### src/rtl/uart_core.sv
// UART core with 16x oversampling: runtime baud divisor and parity mode,
// TX/RX FIFOs of 2^FIFO_W words, glitch-rejecting receiver, sticky error flags.
module uart_core #(
  parameter int DBIT     = 8,
  parameter int SB_TICK  = 16,
  parameter int DIV_BITS = 16,
  parameter int FIFO_W   = 2
) (
  input  logic                i_clk,
  input  logic                i_reset,
  input  logic [DIV_BITS-1:0] i_baud_div,
  input  logic [1:0]          i_parity_mode,
  input  logic                i_wr_uart,
  input  logic [DBIT-1:0]     i_w_data,
  output logic                o_tx_full,
  output logic                o_tx_busy,
  input  logic                i_rd_uart,
  output logic [DBIT-1:0]     o_r_data,
  output logic                o_rx_empty,
  output logic                o_parity_err,
  output logic                o_frame_err,
  output logic                o_overrun,
  input  logic                i_clr_err,
  input  logic                i_rx,
  output logic                o_tx
);

  localparam int DEPTH = 1 << FIFO_W;
  localparam logic [FIFO_W:0] FIFO_FULL = DEPTH[FIFO_W:0];
  localparam logic [3:0] DBIT_LAST = 4'(DBIT - 1);
  localparam logic [5:0] SB_LAST = 6'(SB_TICK - 1);
  localparam logic [5:0] TICK_LAST = 6'd15;
  localparam logic [5:0] START_MID = 6'd7;

  typedef enum logic [2:0] {
    ST_IDLE,
    ST_START,
    ST_DATA,
    ST_PARITY,
    ST_STOP
  } state_e;

  logic [DIV_BITS-1:0] tick_cnt_q, tick_cnt_d, div_last;
  logic                tick;

  logic [DBIT-1:0]   txf_mem_q [DEPTH];
  logic [DBIT-1:0]   txf_mem_d [DEPTH];
  logic [FIFO_W-1:0] txf_wr_q, txf_wr_d, txf_rd_q, txf_rd_d;
  logic [FIFO_W:0]   txf_cnt_q, txf_cnt_d;
  logic              txf_empty, txf_full, txf_do_push, txf_do_pop;
  logic [DBIT-1:0]   txf_head;

  logic [DBIT-1:0]   rxf_mem_q [DEPTH];
  logic [DBIT-1:0]   rxf_mem_d [DEPTH];
  logic [FIFO_W-1:0] rxf_wr_q, rxf_wr_d, rxf_rd_q, rxf_rd_d;
  logic [FIFO_W:0]   rxf_cnt_q, rxf_cnt_d;
  logic              rxf_empty, rxf_full, rxf_do_push, rxf_do_pop;

  state_e          tx_state_q, tx_state_d;
  logic [5:0]      tx_s_q, tx_s_d;
  logic [3:0]      tx_n_q, tx_n_d;
  logic [DBIT-1:0] tx_b_q, tx_b_d;
  logic [1:0]      tx_pmode_q, tx_pmode_d;
  logic            tx_pbit_q, tx_pbit_d;
  logic            tx_q, tx_d;
  logic            tx_pop, tx_load;

  state_e          rx_state_q, rx_state_d;
  logic [5:0]      rx_s_q, rx_s_d;
  logic [3:0]      rx_n_q, rx_n_d;
  logic [DBIT-1:0] rx_b_q, rx_b_d;
  logic [1:0]      rx_pmode_q, rx_pmode_d;
  logic            rx_push, par_set, frame_set, overrun_set;

  logic parity_err_q, parity_err_d;
  logic frame_err_q, frame_err_d;
  logic overrun_q, overrun_d;

  // A zero divisor behaves like 1; >= lets a shrinking divisor tick at once.
  always_comb begin
    div_last   = (i_baud_div == '0) ? '0 : i_baud_div - 1'b1;
    tick       = (tick_cnt_q >= div_last);
    tick_cnt_d = tick ? '0 : tick_cnt_q + 1'b1;
  end

  assign txf_empty = (txf_cnt_q == '0);
  assign txf_full  = (txf_cnt_q == FIFO_FULL);
  assign txf_head  = txf_mem_q[txf_rd_q];

  always_comb begin
    txf_do_pop  = tx_pop && !txf_empty;
    txf_do_push = i_wr_uart && (!txf_full || txf_do_pop);
    txf_mem_d   = txf_mem_q;
    txf_wr_d    = txf_wr_q;
    txf_rd_d    = txf_rd_q;
    txf_cnt_d   = txf_cnt_q;
    if (txf_do_push) begin
      txf_mem_d[txf_wr_q] = i_w_data;
      txf_wr_d            = txf_wr_q + 1'b1;
    end
    if (txf_do_pop) begin
      txf_rd_d = txf_rd_q + 1'b1;
    end
    case ({txf_do_push, txf_do_pop})
      2'b10:   txf_cnt_d = txf_cnt_q + 1'b1;
      2'b01:   txf_cnt_d = txf_cnt_q - 1'b1;
      default: txf_cnt_d = txf_cnt_q;
    endcase
  end

  assign rxf_empty = (rxf_cnt_q == '0);
  assign rxf_full  = (rxf_cnt_q == FIFO_FULL);

  always_comb begin
    rxf_do_pop  = i_rd_uart && !rxf_empty;
    rxf_do_push = rx_push && (!rxf_full || rxf_do_pop);
    rxf_mem_d   = rxf_mem_q;
    rxf_wr_d    = rxf_wr_q;
    rxf_rd_d    = rxf_rd_q;
    rxf_cnt_d   = rxf_cnt_q;
    if (rxf_do_push) begin
      rxf_mem_d[rxf_wr_q] = rx_b_d;
      rxf_wr_d            = rxf_wr_q + 1'b1;
    end
    if (rxf_do_pop) begin
      rxf_rd_d = rxf_rd_q + 1'b1;
    end
    case ({rxf_do_push, rxf_do_pop})
      2'b10:   rxf_cnt_d = rxf_cnt_q + 1'b1;
      2'b01:   rxf_cnt_d = rxf_cnt_q - 1'b1;
      default: rxf_cnt_d = rxf_cnt_q;
    endcase
  end

  // Loading a frame is shared by IDLE and end-of-STOP so frames run back to back.
  always_comb begin
    tx_state_d = tx_state_q;
    tx_s_d     = tx_s_q;
    tx_n_d     = tx_n_q;
    tx_b_d     = tx_b_q;
    tx_pmode_d = tx_pmode_q;
    tx_pbit_d  = tx_pbit_q;
    tx_d       = tx_q;
    tx_pop     = 1'b0;
    tx_load    = 1'b0;
    case (tx_state_q)
      ST_IDLE: begin
        tx_d = 1'b1;
        if (!txf_empty) begin
          tx_load = 1'b1;
        end
      end
      ST_START: begin
        if (tick) begin
          if (tx_s_q == TICK_LAST) begin
            tx_s_d     = '0;
            tx_n_d     = '0;
            tx_state_d = ST_DATA;
            tx_d       = tx_b_q[0];
          end else begin
            tx_s_d = tx_s_q + 1'b1;
          end
        end
      end
      ST_DATA: begin
        if (tick) begin
          if (tx_s_q == TICK_LAST) begin
            tx_s_d = '0;
            tx_b_d = tx_b_q >> 1;
            if (tx_n_q == DBIT_LAST) begin
              if (tx_pmode_q[0] ^ tx_pmode_q[1]) begin
                tx_state_d = ST_PARITY;
                tx_d       = tx_pbit_q;
              end else begin
                tx_state_d = ST_STOP;
                tx_d       = 1'b1;
              end
            end else begin
              tx_n_d = tx_n_q + 1'b1;
              tx_d   = tx_b_q[1];
            end
          end else begin
            tx_s_d = tx_s_q + 1'b1;
          end
        end
      end
      ST_PARITY: begin
        if (tick) begin
          if (tx_s_q == TICK_LAST) begin
            tx_s_d     = '0;
            tx_state_d = ST_STOP;
            tx_d       = 1'b1;
          end else begin
            tx_s_d = tx_s_q + 1'b1;
          end
        end
      end
      ST_STOP: begin
        if (tick) begin
          if (tx_s_q == SB_LAST) begin
            if (!txf_empty) begin
              tx_load = 1'b1;
            end else begin
              tx_state_d = ST_IDLE;
              tx_d       = 1'b1;
            end
          end else begin
            tx_s_d = tx_s_q + 1'b1;
          end
        end
      end
      default: begin
        tx_state_d = ST_IDLE;
        tx_d       = 1'b1;
      end
    endcase
    if (tx_load) begin
      tx_pop     = 1'b1;
      tx_b_d     = txf_head;
      tx_pmode_d = i_parity_mode;
      tx_pbit_d  = (^txf_head) ^ (i_parity_mode == 2'b10);
      tx_s_d     = '0;
      tx_state_d = ST_START;
      tx_d       = 1'b0;
    end
  end

  // Samples land at bit centres: start is re-checked 8 ticks in, then every 16.
  always_comb begin
    rx_state_d = rx_state_q;
    rx_s_d     = rx_s_q;
    rx_n_d     = rx_n_q;
    rx_b_d     = rx_b_q;
    rx_pmode_d = rx_pmode_q;
    rx_push    = 1'b0;
    par_set    = 1'b0;
    frame_set  = 1'b0;
    case (rx_state_q)
      ST_IDLE: begin
        if (tick && !i_rx) begin
          rx_state_d = ST_START;
          rx_s_d     = '0;
          rx_pmode_d = i_parity_mode;
        end
      end
      ST_START: begin
        if (tick) begin
          if (rx_s_q == START_MID) begin
            if (i_rx) begin
              rx_state_d = ST_IDLE;
            end else begin
              rx_state_d = ST_DATA;
              rx_s_d     = '0;
              rx_n_d     = '0;
            end
          end else begin
            rx_s_d = rx_s_q + 1'b1;
          end
        end
      end
      ST_DATA: begin
        if (tick) begin
          if (rx_s_q == TICK_LAST) begin
            rx_s_d = '0;
            rx_b_d = {i_rx, rx_b_q[DBIT-1:1]};
            if (rx_n_q == DBIT_LAST) begin
              rx_state_d = (rx_pmode_q[0] ^ rx_pmode_q[1]) ? ST_PARITY : ST_STOP;
            end else begin
              rx_n_d = rx_n_q + 1'b1;
            end
          end else begin
            rx_s_d = rx_s_q + 1'b1;
          end
        end
      end
      ST_PARITY: begin
        if (tick) begin
          if (rx_s_q == TICK_LAST) begin
            rx_s_d     = '0;
            rx_state_d = ST_STOP;
            par_set    = ((^rx_b_q) ^ i_rx) != (rx_pmode_q == 2'b10);
          end else begin
            rx_s_d = rx_s_q + 1'b1;
          end
        end
      end
      ST_STOP: begin
        if (tick) begin
          if (rx_s_q == SB_LAST) begin
            rx_push    = 1'b1;
            frame_set  = !i_rx;
            rx_state_d = ST_IDLE;
          end else begin
            rx_s_d = rx_s_q + 1'b1;
          end
        end
      end
      default: begin
        rx_state_d = ST_IDLE;
      end
    endcase
  end

  // A set in the same cycle as a clear wins.
  always_comb begin
    overrun_set  = rx_push && !rxf_do_push;
    parity_err_d = par_set     ? 1'b1 : (i_clr_err ? 1'b0 : parity_err_q);
    frame_err_d  = frame_set   ? 1'b1 : (i_clr_err ? 1'b0 : frame_err_q);
    overrun_d    = overrun_set ? 1'b1 : (i_clr_err ? 1'b0 : overrun_q);
  end

  always_ff @(posedge i_clk) begin
    if (i_reset) begin
      tick_cnt_q   <= '0;
      txf_wr_q     <= '0;
      txf_rd_q     <= '0;
      txf_cnt_q    <= '0;
      rxf_wr_q     <= '0;
      rxf_rd_q     <= '0;
      rxf_cnt_q    <= '0;
      tx_state_q   <= ST_IDLE;
      tx_s_q       <= '0;
      tx_n_q       <= '0;
      tx_b_q       <= '0;
      tx_pmode_q   <= '0;
      tx_pbit_q    <= 1'b0;
      tx_q         <= 1'b1;
      rx_state_q   <= ST_IDLE;
      rx_s_q       <= '0;
      rx_n_q       <= '0;
      rx_b_q       <= '0;
      rx_pmode_q   <= '0;
      parity_err_q <= 1'b0;
      frame_err_q  <= 1'b0;
      overrun_q    <= 1'b0;
    end else begin
      tick_cnt_q   <= tick_cnt_d;
      txf_wr_q     <= txf_wr_d;
      txf_rd_q     <= txf_rd_d;
      txf_cnt_q    <= txf_cnt_d;
      rxf_wr_q     <= rxf_wr_d;
      rxf_rd_q     <= rxf_rd_d;
      rxf_cnt_q    <= rxf_cnt_d;
      tx_state_q   <= tx_state_d;
      tx_s_q       <= tx_s_d;
      tx_n_q       <= tx_n_d;
      tx_b_q       <= tx_b_d;
      tx_pmode_q   <= tx_pmode_d;
      tx_pbit_q    <= tx_pbit_d;
      tx_q         <= tx_d;
      rx_state_q   <= rx_state_d;
      rx_s_q       <= rx_s_d;
      rx_n_q       <= rx_n_d;
      rx_b_q       <= rx_b_d;
      rx_pmode_q   <= rx_pmode_d;
      parity_err_q <= parity_err_d;
      frame_err_q  <= frame_err_d;
      overrun_q    <= overrun_d;
    end
  end

  // Storage needs no reset: the counts alone decide what is valid.
  always_ff @(posedge i_clk) begin
    txf_mem_q <= txf_mem_d;
    rxf_mem_q <= rxf_mem_d;
  end

  assign o_tx         = tx_q;
  assign o_tx_full    = txf_full;
  assign o_tx_busy    = (tx_state_q != ST_IDLE) || !txf_empty;
  assign o_r_data     = rxf_mem_q[rxf_rd_q];
  assign o_rx_empty   = rxf_empty;
  assign o_parity_err = parity_err_q;
  assign o_frame_err  = frame_err_q;
  assign o_overrun    = overrun_q;

endmodule

### config.mk
export PLATFORM = sky130hd
export DESIGN_NAME = uart_core
export DESIGN_NICKNAME = d
export VERILOG_FILES = /design/src/rtl/uart_core.sv
export SDC_FILE = /design/constraint.sdc
export NUM_CORES = 1
export LEC_CHECK = 0
export ABC_CLOCK_PERIOD_IN_PS = 6180
export BUFFER_PORTS_ARGS = -buffer_cell sky130_fd_sc_hd__buf_2
export CORE_AREA = 5 5 151 153
export DETAILED_ROUTE_END_ITERATION = 12
export DIE_AREA = 0 0 156 158
export GPL_TIMING_DRIVEN = 0
export HOLD_SLACK_MARGIN = 0.12
export PLACE_DENSITY = 0.57
export SKIP_CTS_REPAIR_TIMING = 1
export SYNTH_ARGS = -nofsm -noshare
export SYNTH_HDL_FRONTEND = slang
export SYNTH_SLANG_ARGS = --single-unit
### constraint.sdc
create_clock -name i_clk -period 6.18 [get_ports i_clk]
set_input_delay 1.236 -clock i_clk [delete_from_list [all_inputs] [get_ports i_clk]]
set_output_delay 1.236 -clock i_clk [all_outputs]
set_load 0.05 [all_outputs]
==> flow_summary.ini, run 1 <==
[global_route]
grt_max_degree = 17
grt.total_usage_pct = 13.1
first_global_vias = 5191
grt_antenna_before_repair = 0
grt_overflow_total = 0
first_pass_grt_wire_length_mm = 25.9

[cts]
clock_tree.buffer_depth = 2
clock_tree_from_tritoncts = built
cts_sinks = 145
clk_transition_reported_paths_ns = 0.06
cts_root_buf = sky130_fd_sc_hd__clkbuf_16
total_clock_buffers_created_by_cts = 17
cts.htree.levels = 4
clock_insertion_delay_worst_skew_ns = 0.43

[synth]
synth_async_sr_flop_share_pct = 0
ys_seq_elements = 145
post_synth_instance_area_um2 = 7300
synth_compound_gate_area_share_pct = 11.4
synth.distinct_cells = 71
synth_fp_nets = 757
most_area_hungry_cell_type_in_the_yosys_netlist = sky130_fd_sc_hd__edfxtp_1
netlist_top_cells_area = sky130_fd_sc_hd__edfxtp_1, sky130_fd_sc_hd__dfxtp_1, sky130_fd_sc_hd__ha_1, sky130_fd_sc_hd__mux4_2, sky130_fd_sc_hd__xor2_1
post_synth_mux_area_share_pct = 6.86
synth.yosys.seq_area_share_pct = 48.6
area_share_of_the_leading_cell_type_in_the_synthesized_netlist_pct = 26.3
syn-instance-count = 689
synth_enable_flop_cells = 64
synth-adder-area-share_pct = 6.38
dominantRegCellSynth = sky130_fd_sc_hd__dfxtp_1
synth_xor_area_share_pct = 6.60
avgSynthCellArea_um2 = 10.6
synth_top_family_by_area = simple AND/OR/NAND/NOR gates
ys_warn_count = 0
synth-simple-area-share_pct = 17.1

[power]
power.leakage_nw = 3.06
worst_ir_drop_vdd_v = 0.000233
power_density_nw_per_um2 = 325

[final_layout]
num-fill-cells = 2100
stdcell_area_um2 = 8490
areaGrowthSynthToFinish_pct = 16.3
register_area_um2 = 3540
design.final.nets = 821
multi_input_area_um2 = 3530
fraction_of_final_layout_cells_sized_beyond_drive_strength_1_pct = 15.8
antenna-diode-count = 0
final_util_pct = 39.6

[floorplanning]
top_level_ports = 47
die_w_um = 156
dieArea_um2 = 24600
die-height_um = 158
core.rowCount = 54
start_util_pct = 34.1
placeableCoreArea_um2 = 21400

[setup_path]
timing.critical_path.fanout_max = 10
crit_path_cell_trace = buf_2 -> nor3_1 -> and3_1 -> clkbuf_1 -> nand2_1 -> nor4_1 -> xor2_1 -> nand2_1 -> ha_1 -> and4_1 -> o2111ai_1 -> o2111ai_1 -> nand2_2 -> clkinv_2 -> buf_4 -> ha_1 -> inv_1 -> fa_1 -> xor2_1 -> or3_1 -> a21oi_1
worst_setup_path_start_kind = input pin
crit_path_top_delay_cell = sky130_fd_sc_hd__o2111ai_1
critPathCaptureType = flip-flop
critPathArrivalTime_ns = 5.71
critPathTopFamily = simple AND/OR/NAND/NOR gates
path_buf_inv = 5
setup.worst_path.class = input pin to flip-flop
cp_slowest_stage_delay_ns = 0.54
critical_path_required_ns = 6.53

[detailed_routing]
met2RoutedLength_mm = 7.43
top_layer_used = met4
drt_drc_violations_left = 0
number_of_search_and_repair_iterations_in_the_first_detailed_routing_pass = 4
met3RoutedLength_um = 382
drt-met1-wl_mm = 7.26
detailedRoute.firstIterationViolations = 259
drt-wirelength-per-cell_um = 14.6
dr_total_vias = 5195
route.antenna.remaining_nets = 0
route.final.wire_length_mm = 15.2
vias_cell = 4.97

[placement]
detailedPlace.worstSlack_ns = 0.308
half_perimeter_wire_length_after_detailed_placement_mm = 10.9
place_congestion = 0.816
placement.io_buffers = 45
dpl_cell_area_um2 = 7870

[timing]
maxSlewHeadroom_pct = 37.1
timing_max_transition_violations_final = 0
rsz0062_at_grt = no
totalNegativeSetupSlack_ns = 0
postLayoutSetupSlackWorst_ns = 0.820
setup_viol_count_final = 0
finalHoldViolCount = 0
tightestPinTransition_ns = 0.930
finalCritPeriodShare_pct = 86.7
finalWorstPathRequiredPeriod_ns = 5.36
timing.fmax_mhz = 187
fin_skew_ns = 0.0113

[run_status]
outcome = complete, no violations

[job]
drv_cap = 0

[worst_hold_path]
hold_class = flip-flop to flip-flop
[state kept, by name (all words and copies together) (netlist names), 2 cells and up]
name / count
tx_s_q: 6
rxf_rd_q: 2
tx_state_q: 3
txf_mem_q: 32
rx_n_q: 4
txf_cnt_q: 3
txf_rd_q: 2
rxf_mem_q: 32
rx_b_q: 8
tx_n_q: 4
rx_state_q: 3
rx_pmode_q: 2
txf_wr_q: 2
rxf_wr_q: 2
tx_b_q: 8
rxf_cnt_q: 3
rx_s_q: 6
tx_pmode_q: 2
tick_cnt_q: 16
[cell usage after synthesis, drive strengths merged (4+ instances only)]
| library cell | count |
|---|---|
| a211oi | 11 |
| a21oi | 37 |
| a22oi | 8 |
| and2 | 13 |
| and3 | 10 |
| buf | 11 |
| clkbuf | 15 |
| dfxtp | 81 |
| edfxtp | 64 |
| ha | 34 |
| inv | 27 |
| mux2 | 8 |
| mux2i | 5 |
| mux4 | 16 |
| nand2 | 58 |
| nand2b | 5 |
| nand3 | 37 |
| nand4 | 9 |
| nor2 | 62 |
| nor2b | 12 |
| nor3 | 10 |
| nor4 | 5 |
| o21ai | 27 |
| o311ai | 6 |
| o41ai | 4 |
| or3 | 9 |
| or4 | 5 |
| xnor2 | 27 |
| xor2 | 28 |
[final timing paths]
path | from | endpoint | slack, ns | cells past startpoint
min reg2reg | tx_pbit_q | tx_pbit_q | 0.46 | 2
max | i_baud_div[4] | txf_cnt_q[2] | 0.82 | 21
max reg2reg | tick_cnt_q[2] | rxf_cnt_q[2] | 2.68 | 14
min | tx_pbit_q | tx_pbit_q | 0.46 | 2
[report_power, final]
part	switching [mW]	internal, mW	leakage, nW
logic	0.344	0.257	1.56
registers	0.0381	1.06	1.20
clock network	0.444	0.615	0.296
[metrics by stage]
stage	power, mW	std cells	hold slack [ns]
after global placement	1.73	1014	0.445
after floorplan	1.59	689	0.432
after CTS	2.80	1046	0.457
final	2.76	1046	0.455
after global routing	2.92	1046	0.495
after detailed placement	1.73	1014	0.450
[metal layers]
| metal | GRT usage, % | vias to the layer above |
|---|---|---|
| met4 | 4.38 | 0 |
| met1 | 17.0 | 2479 |
| li1 | - | 2654 |
| met5 | 0 | - |
| met3 | 3.28 | 10 |
| met2 | 21.5 | 52 |
[tightest hold or removal path: stages, from the launching register on]
cell                      delay [ns]
sky130_fd_sc_hd__dfxtp_1        0.31
sky130_fd_sc_hd__nand2_1        0.05
sky130_fd_sc_hd__a21oi_1        0.05
[cells by family after synthesis]
logic type,after synthesis
compound gates,123
flops,145
buf+inv,54
simple gates,247
xor+xnor,55
mux,29
fa+ha+maj,36
[cell type report]
class,instances,area share (%)
plain buffers,26,1.42
clock buffers,17,5.01
repair buffers,45,2.65
well taps,280,4.13
inverters,28,1.25
clock inverters,15,2.23
flip-flops and latches,145,41.8
multi-input cells,490,41.6
[layout by cell type, fill, tap and decap left out, types with 5 or more instances in the layout]
cell type and instances:
sky130_fd_sc_hd__dfxtp_1 81, sky130_fd_sc_hd__edfxtp_1 64, sky130_fd_sc_hd__nor2_1 61, sky130_fd_sc_hd__nand2_1 56
sky130_fd_sc_hd__buf_2 48, sky130_fd_sc_hd__a21oi_1 36, sky130_fd_sc_hd__nand3_1 36, sky130_fd_sc_hd__ha_1 34
sky130_fd_sc_hd__xor2_1 28, sky130_fd_sc_hd__inv_1 27, sky130_fd_sc_hd__xnor2_1 27, sky130_fd_sc_hd__o21ai_0 26
sky130_fd_sc_hd__clkbuf_16 17, sky130_fd_sc_hd__mux4_2 16, sky130_fd_sc_hd__clkbuf_1 15, sky130_fd_sc_hd__and2_1 13
sky130_fd_sc_hd__nor2b_1 12, sky130_fd_sc_hd__a211oi_1 11, sky130_fd_sc_hd__and3_1 10, sky130_fd_sc_hd__nor3_1 9
sky130_fd_sc_hd__nand4_1 9, sky130_fd_sc_hd__or3_1 9, sky130_fd_sc_hd__mux2_2 8, sky130_fd_sc_hd__a22oi_1 8
sky130_fd_sc_hd__o311ai_0 6, sky130_fd_sc_hd__or4_1 5, sky130_fd_sc_hd__nand2b_1 5, sky130_fd_sc_hd__mux2i_1 5
sky130_fd_sc_hd__inv_6 5
No activity file was read; power rests on OpenSTA's default activity.
==> inputs of run 2 (changes only) <==
BUFFER_PORTS_ARGS = unset   (was -buffer_cell sky130_fd_sc_hd__buf_2)
DONT_BUFFER_PORTS = 1   (was unset)
PLACE_DENSITY = 0.55   (was 0.57)
REMOVE_ABC_BUFFERS = 1   (was unset)
==> run 2 against run 1 <==
  * Final area fell by 4.3%
  * Cell count fell by 6.8%
  * First-iteration DRC count rose by 23%
  * Non-clock buffer count fell by 71
  * Power fell by 3.9%
  * Utilization fell by 1.7 points
  * Sequential share of layout area rose by 1.9 points
  * Wire length fell by 2.6%
  * Worst hold slack got worse by 0.0023 ns
  * Largest cell class unchanged
  * Highest routed layer unchanged
==> flow_summary.ini, run 2 (synthesized netlist as in run 1, its figures left out) <==
[floorplanning]
placeableCoreArea_um2 = 21400
die-height_um = 158
start_util_pct = 34.1
core.rowCount = 54
dieArea_um2 = 24600
die_w_um = 156
top_level_ports = 47

[final_layout]
final_util_pct = 37.9
design.final.nets = 750
antenna-diode-count = 0
areaGrowthSynthToFinish_pct = 11.3
top_regs = rxf_mem_q: 32 flops, txf_mem_q: 32 flops, tick_cnt_q: 16 flops
num-fill-cells = 2041
layout.cells.most_common_list = sky130_fd_sc_hd__dfxtp_1, sky130_fd_sc_hd__edfxtp_1, sky130_fd_sc_hd__nor2_1, sky130_fd_sc_hd__nand2_1
most_common_library_cell_in_the_layout_ignoring_fill_and_taps = sky130_fd_sc_hd__dfxtp_1
fraction_of_final_layout_cells_sized_beyond_drive_strength_1_pct = 10.1
final-instance-count-excl-fill = 975

[timing]
timing.fmax_mhz = 181
rsz0062_at_grt = no
finalCritPeriodShare_pct = 89.2
timing_max_transition_violations_final = 0
fin_skew_ns = 0.0134
finalWorstPathRequiredPeriod_ns = 5.51
maxSlewHeadroom_pct = 37.0
postLayoutSetupSlackWorst_ns = 0.670
setup_viol_count_final = 0
finalHoldViolCount = 0
tightestPinTransition_ns = 0.940
totalNegativeSetupSlack_ns = 0

[setup_path]
critPathTopFamily = simple AND/OR/NAND/NOR gates
critical_path_required_ns = 6.53
crit_path_top_delay_cell = sky130_fd_sc_hd__or4_1
critPathCaptureType = flip-flop
path_buf_inv = 2
timing.critical_path.fanout_max = 22
worst_setup_path_start_kind = input pin
cp_slowest_stage_delay_ns = 0.54
critPathArrivalTime_ns = 5.86
setup.worst_path.class = input pin to flip-flop
crit_path_cell_trace = or4_1 -> nor2_1 -> nand4_1 -> and2_1 -> ha_1 -> nor2b_1 -> o21ai_1 -> a21oi_1 -> o2111ai_1 -> nand2_2 -> clkinv_2 -> ha_1 -> inv_1 -> fa_1 -> xor2_1 -> or3_1 -> a21oi_1

[placement]
detailedPlace.worstSlack_ns = 0.221
place_congestion = 0.810
half_perimeter_wire_length_after_detailed_placement_mm = 10.7
placed_cells = 943
placement.io_buffers = 0

[power]
seq_power_share_pct = 42.6
internal_power_mw = 1.85
finalPower_mw = 2.65
power.leakage_nw = 2.81
netSwitchingPower_mw = 0.801
clkPwrFrac_pct = 38.2
switching_share_pct = 30.2
power_density_nw_per_um2 = 327
power_frac_comb_pct = 19.2
worst_ir_drop_vdd_v = 0.000210

[job]
drv_cap = 0

[worst_hold_path]
hold_class = flip-flop to flip-flop

[detailed_routing]
vias_cell = 5.23
detailedRoute.firstIterationViolations = 318
number_of_search_and_repair_iterations_in_the_first_detailed_routing_pass = 4
route.final.wire_length_mm = 14.8
drt-wirelength-per-cell_um = 15.2
route.antenna.remaining_nets = 0
dr_total_vias = 5101
drt_drc_violations_left = 0

[run_status]
outcome = complete, no violations

[cts]
clock_tree_from_tritoncts = built
clock_tree.buffer_depth = 2
cts.htree.levels = 4
cts_root_buf = sky130_fd_sc_hd__clkbuf_16
cts_sinks = 145
clock_insertion_delay_worst_skew_ns = 0.42
total_clock_buffers_created_by_cts = 17
clk_transition_reported_paths_ns = 0.06

[global_route]
grt_overflow_total = 0
first_global_vias = 5186
grt_antenna_before_repair = 0
first_pass_grt_wire_length_mm = 24.8
grt_max_degree = 57
grt.total_usage_pct = 12.2
==> run 2: final cells by class <==
cell class | count | area (um2) | share of cell area [%]
clock buffer | 17 | 425 | 5.24
clock inverter | 15 | 164 | 2.02
inverter | 28 | 106 | 1.31
multi-input combinational | 490 | 3530 | 43.5
sequential | 145 | 3540 | 43.6
tap | 280 | 350 | 4.31
==> run 2: path summary, 6_finish.rpt <==
kind | startpoint | to | slack [ns] | cells after the start
hold reg to reg | tx_pbit_q | tx_pbit_q | 0.45 | 2
setup / recovery | i_baud_div[13] | txf_cnt_q[2] | 0.67 | 17
hold / removal | tx_pbit_q | tx_pbit_q | 0.45 | 2
setup reg to reg | tx_s_q[0] | txf_cnt_q[2] | 2.54 | 12
==> run 2: worst register-to-register path: stages, from the launching register on <==
cell and delay (ns):
sky130_fd_sc_hd__dfxtp_1 0.37, sky130_fd_sc_hd__ha_1 0.18, sky130_fd_sc_hd__nand3_1 0.12, sky130_fd_sc_hd__or3_1 0.47, sky130_fd_sc_hd__a2111oi_4 0.52, sky130_fd_sc_hd__nand2_2 0.27
sky130_fd_sc_hd__clkinv_2 0.35, sky130_fd_sc_hd__ha_1 0.26, sky130_fd_sc_hd__inv_1 0.06, sky130_fd_sc_hd__fa_1 0.37, sky130_fd_sc_hd__xor2_1 0.16, sky130_fd_sc_hd__or3_1 0.31
sky130_fd_sc_hd__a21oi_1 0.15
==> run 2: per-layer routing <==
metal	vias up	wire [um]	global-route usage, %
met5	-	0	0
met4	0	193	3.83
met3	20	665	3.50
met2	102	7660	21.6
met1	2481	6310	14.4
li1	2498	-	-
==> run 2: power by group through the flow <==
stage	Sequential, mW	Clock, mW	Combinational [mW]
after CTS	1.13	1.04	0.513
after global placement	1.15	0	0.494
after floorplan	1.14	0	0.422
after global routing	1.14	1.09	0.571
final	1.13	1.01	0.509
after detailed placement	1.15	0	0.511
==> run 2: metrics by stage <==
stage	area, um2	hold slack [ns]
after floorplan	7180	0.426
after global placement	7530	0.444
after detailed placement	7530	0.452
after CTS	8120	0.459
after global routing	8120	0.488
final	8120	0.453
==> inputs of run 3 (changes only) <==
CORE_AREA = 5 5 159 145   (was 5 5 151 153)
DIE_AREA = 0 0 164 150   (was 0 0 156 158)
PLACE_DENSITY = 0.56   (was 0.55)
==> run 3 against run 2 <==
  * Worst hold slack improved by 0.0046 ns
  * Non-clock buffer count unchanged
  * Clock skew fell by 0.0044 ns
  * Critical path type unchanged
  * Critical endpoint unchanged
  * Power increased by 1.1%
  * Fmax decreased by 0.53%
  * Utilization rose by 0.32 points
  * Via count decreased by 2.7%
  * Register-to-register slack got worse by 0.05 ns
  * Combinational power shrank 1%
==> flow_summary.ini, run 3 (synthesized netlist as in run 1, its figures left out) <==
[run_status]
outcome = complete, no violations

[power]
power_frac_comb_pct = 18.8
clkPwrFrac_pct = 39.0
netSwitchingPower_mw = 0.778
power.leakage_nw = 2.81
worst_ir_drop_vdd_v = 0.000210
switching_share_pct = 29.0
power_density_nw_per_um2 = 329
seq_power_share_pct = 42.3
internal_power_mw = 1.90

[final_layout]
areaGrowthSynthToFinish_pct = 11.7
most_common_library_cell_in_the_layout_ignoring_fill_and_taps = sky130_fd_sc_hd__dfxtp_1
num-fill-cells = 2125
design.final.nets = 750
layout.cells.most_common_list = sky130_fd_sc_hd__dfxtp_1, sky130_fd_sc_hd__edfxtp_1, sky130_fd_sc_hd__nor2_1, sky130_fd_sc_hd__nand2_1
fraction_of_final_layout_cells_sized_beyond_drive_strength_1_pct = 9.78
top_regs = rxf_mem_q: 32 flops, txf_mem_q: 32 flops, tick_cnt_q: 16 flops
stdcell_area_um2 = 8150
antenna-diode-count = 0

[setup_path]
critPathCaptureType = flip-flop
critPathArrivalTime_ns = 5.89
worst_setup_path_start_kind = input pin
timing.critical_path.fanout_max = 22
critical_path_required_ns = 6.53
setup.worst_path.class = input pin to flip-flop

[placement]
placement.io_buffers = 0
dpl_cell_area_um2 = 7540
place_congestion = 0.770
half_perimeter_wire_length_after_detailed_placement_mm = 9.77

[global_route]
grt.total_usage_pct = 12.2
grt_antenna_before_repair = 0
grt_max_degree = 57
first_global_vias = 4685
first_pass_grt_wire_length_mm = 23.8
grt_overflow_total = 0

[cts]
clock_insertion_delay_worst_skew_ns = 0.42
clk_transition_reported_paths_ns = 0.06
cts_root_buf = sky130_fd_sc_hd__clkbuf_16
cts.htree.levels = 4
total_clock_buffers_created_by_cts = 17
clock_tree.buffer_depth = 2
clock_tree_from_tritoncts = built
cts_sinks = 145

[detailed_routing]
detailedRoute.firstIterationViolations = 388
route.antenna.remaining_nets = 0
drt-wirelength-per-cell_um = 14.5
route.final.wire_length_mm = 14.3
number_of_search_and_repair_iterations_in_the_first_detailed_routing_pass = 4
vias_cell = 5.04
drt_drc_violations_left = 0
dr_total_vias = 4965

[floorplanning]
start_util_pct = 34.2
core.rowCount = 51
top_level_ports = 47
die-height_um = 150
dieArea_um2 = 24600
die_w_um = 164
placeableCoreArea_um2 = 21300

[timing]
totalNegativeSetupSlack_ns = 0
finalHoldViolCount = 0
rsz0062_at_grt = no
tightestPinTransition_ns = 0.902
maxSlewHeadroom_pct = 39.5
fin_skew_ns = 0.00901
finalWorstPathRequiredPeriod_ns = 5.54
setup_viol_count_final = 0
finalCritPeriodShare_pct = 89.6
timing.fmax_mhz = 181
timing_max_transition_violations_final = 0

[job]
drv_cap = 0

[worst_hold_path]
hold_class = flip-flop to flip-flop
==> run 3: final cells by class <==
class                      count  area, um2  area share (%)
inverter                      28        106            1.31
tap                          291        364            4.47
clock inverter                13        149            1.83
multi-input combinational    490       3530            43.3
clock buffer                  19        454            5.57
sequential                   145       3540            43.5
==> run 3: worst paths after layout <==
check	startpoint	endpoint	slack (ns)	cells after the start
setup / recovery	i_baud_div[13]	txf_cnt_q[2]	0.64	17
hold / removal	tx_pbit_q	tx_pbit_q	0.46	2
setup reg to reg	tx_s_q[0]	txf_cnt_q[2]	2.49	12
hold reg to reg	tx_pbit_q	tx_pbit_q	0.46	2
==> run 3: through the flow <==
step	std cells	power (mW)	utilization (%)	setup WS [ns]	hold slack [ns]
final	986	2.68	38.2	0.641	0.458
after global placement	954	1.66	35.4	0.256	0.437
after detailed placement	954	1.66	35.4	0.150	0.443
after CTS	986	2.72	38.2	0.609	0.452
after global routing	986	2.83	38.2	0.277	0.475
after floorplan	663	1.56	-	1.08	0.426
==> run 3: metal layers <==
| metal | vias up | part of all wire, % | track usage (%) | wire length, um |
|---|---|---|---|---|
| li1 | 2509 | - | - | - |
| met1 | 2339 | 49 | 16.4 | 6950 |
| met5 | - | 0 | 0 | 0 |
| met3 | 20 | 5.3 | 4.02 | 755 |
| met2 | 97 | 44 | 18.5 | 6330 |
| met4 | 0 | 1.8 | 4.28 | 262 |
==> run 3: worst max-delay path, cell delays in order <==
cell	delay (ns)
sky130_fd_sc_hd__or4_1	0.54
sky130_fd_sc_hd__nor2_1	0.16
sky130_fd_sc_hd__nand4_1	0.50
sky130_fd_sc_hd__and2_1	0.39
sky130_fd_sc_hd__ha_1	0.27
sky130_fd_sc_hd__nor2b_1	0.04
sky130_fd_sc_hd__o21ai_1	0.14
sky130_fd_sc_hd__a21oi_1	0.16
sky130_fd_sc_hd__o2111ai_1	0.52
sky130_fd_sc_hd__nand2_2	0.30
sky130_fd_sc_hd__clkinv_2	0.34
sky130_fd_sc_hd__ha_1	0.24
sky130_fd_sc_hd__inv_1	0.06
sky130_fd_sc_hd__fa_1	0.37
sky130_fd_sc_hd__xor2_1	0.15
sky130_fd_sc_hd__or3_1	0.31
sky130_fd_sc_hd__a21oi_1	0.14
==> run 3: power groups by stage <==
| stage | Clock [mW] | Combinational, mW | Sequential (mW) |
|---|---|---|---|
| CTS | 1.07 | 0.508 | 1.14 |
| finish | 1.05 | 0.503 | 1.13 |
| detailed placement | 0 | 0.507 | 1.16 |
| global route | 1.12 | 0.569 | 1.14 |
| floorplan | 0 | 0.422 | 1.14 |
| global placement | 0 | 0.501 | 1.15 |
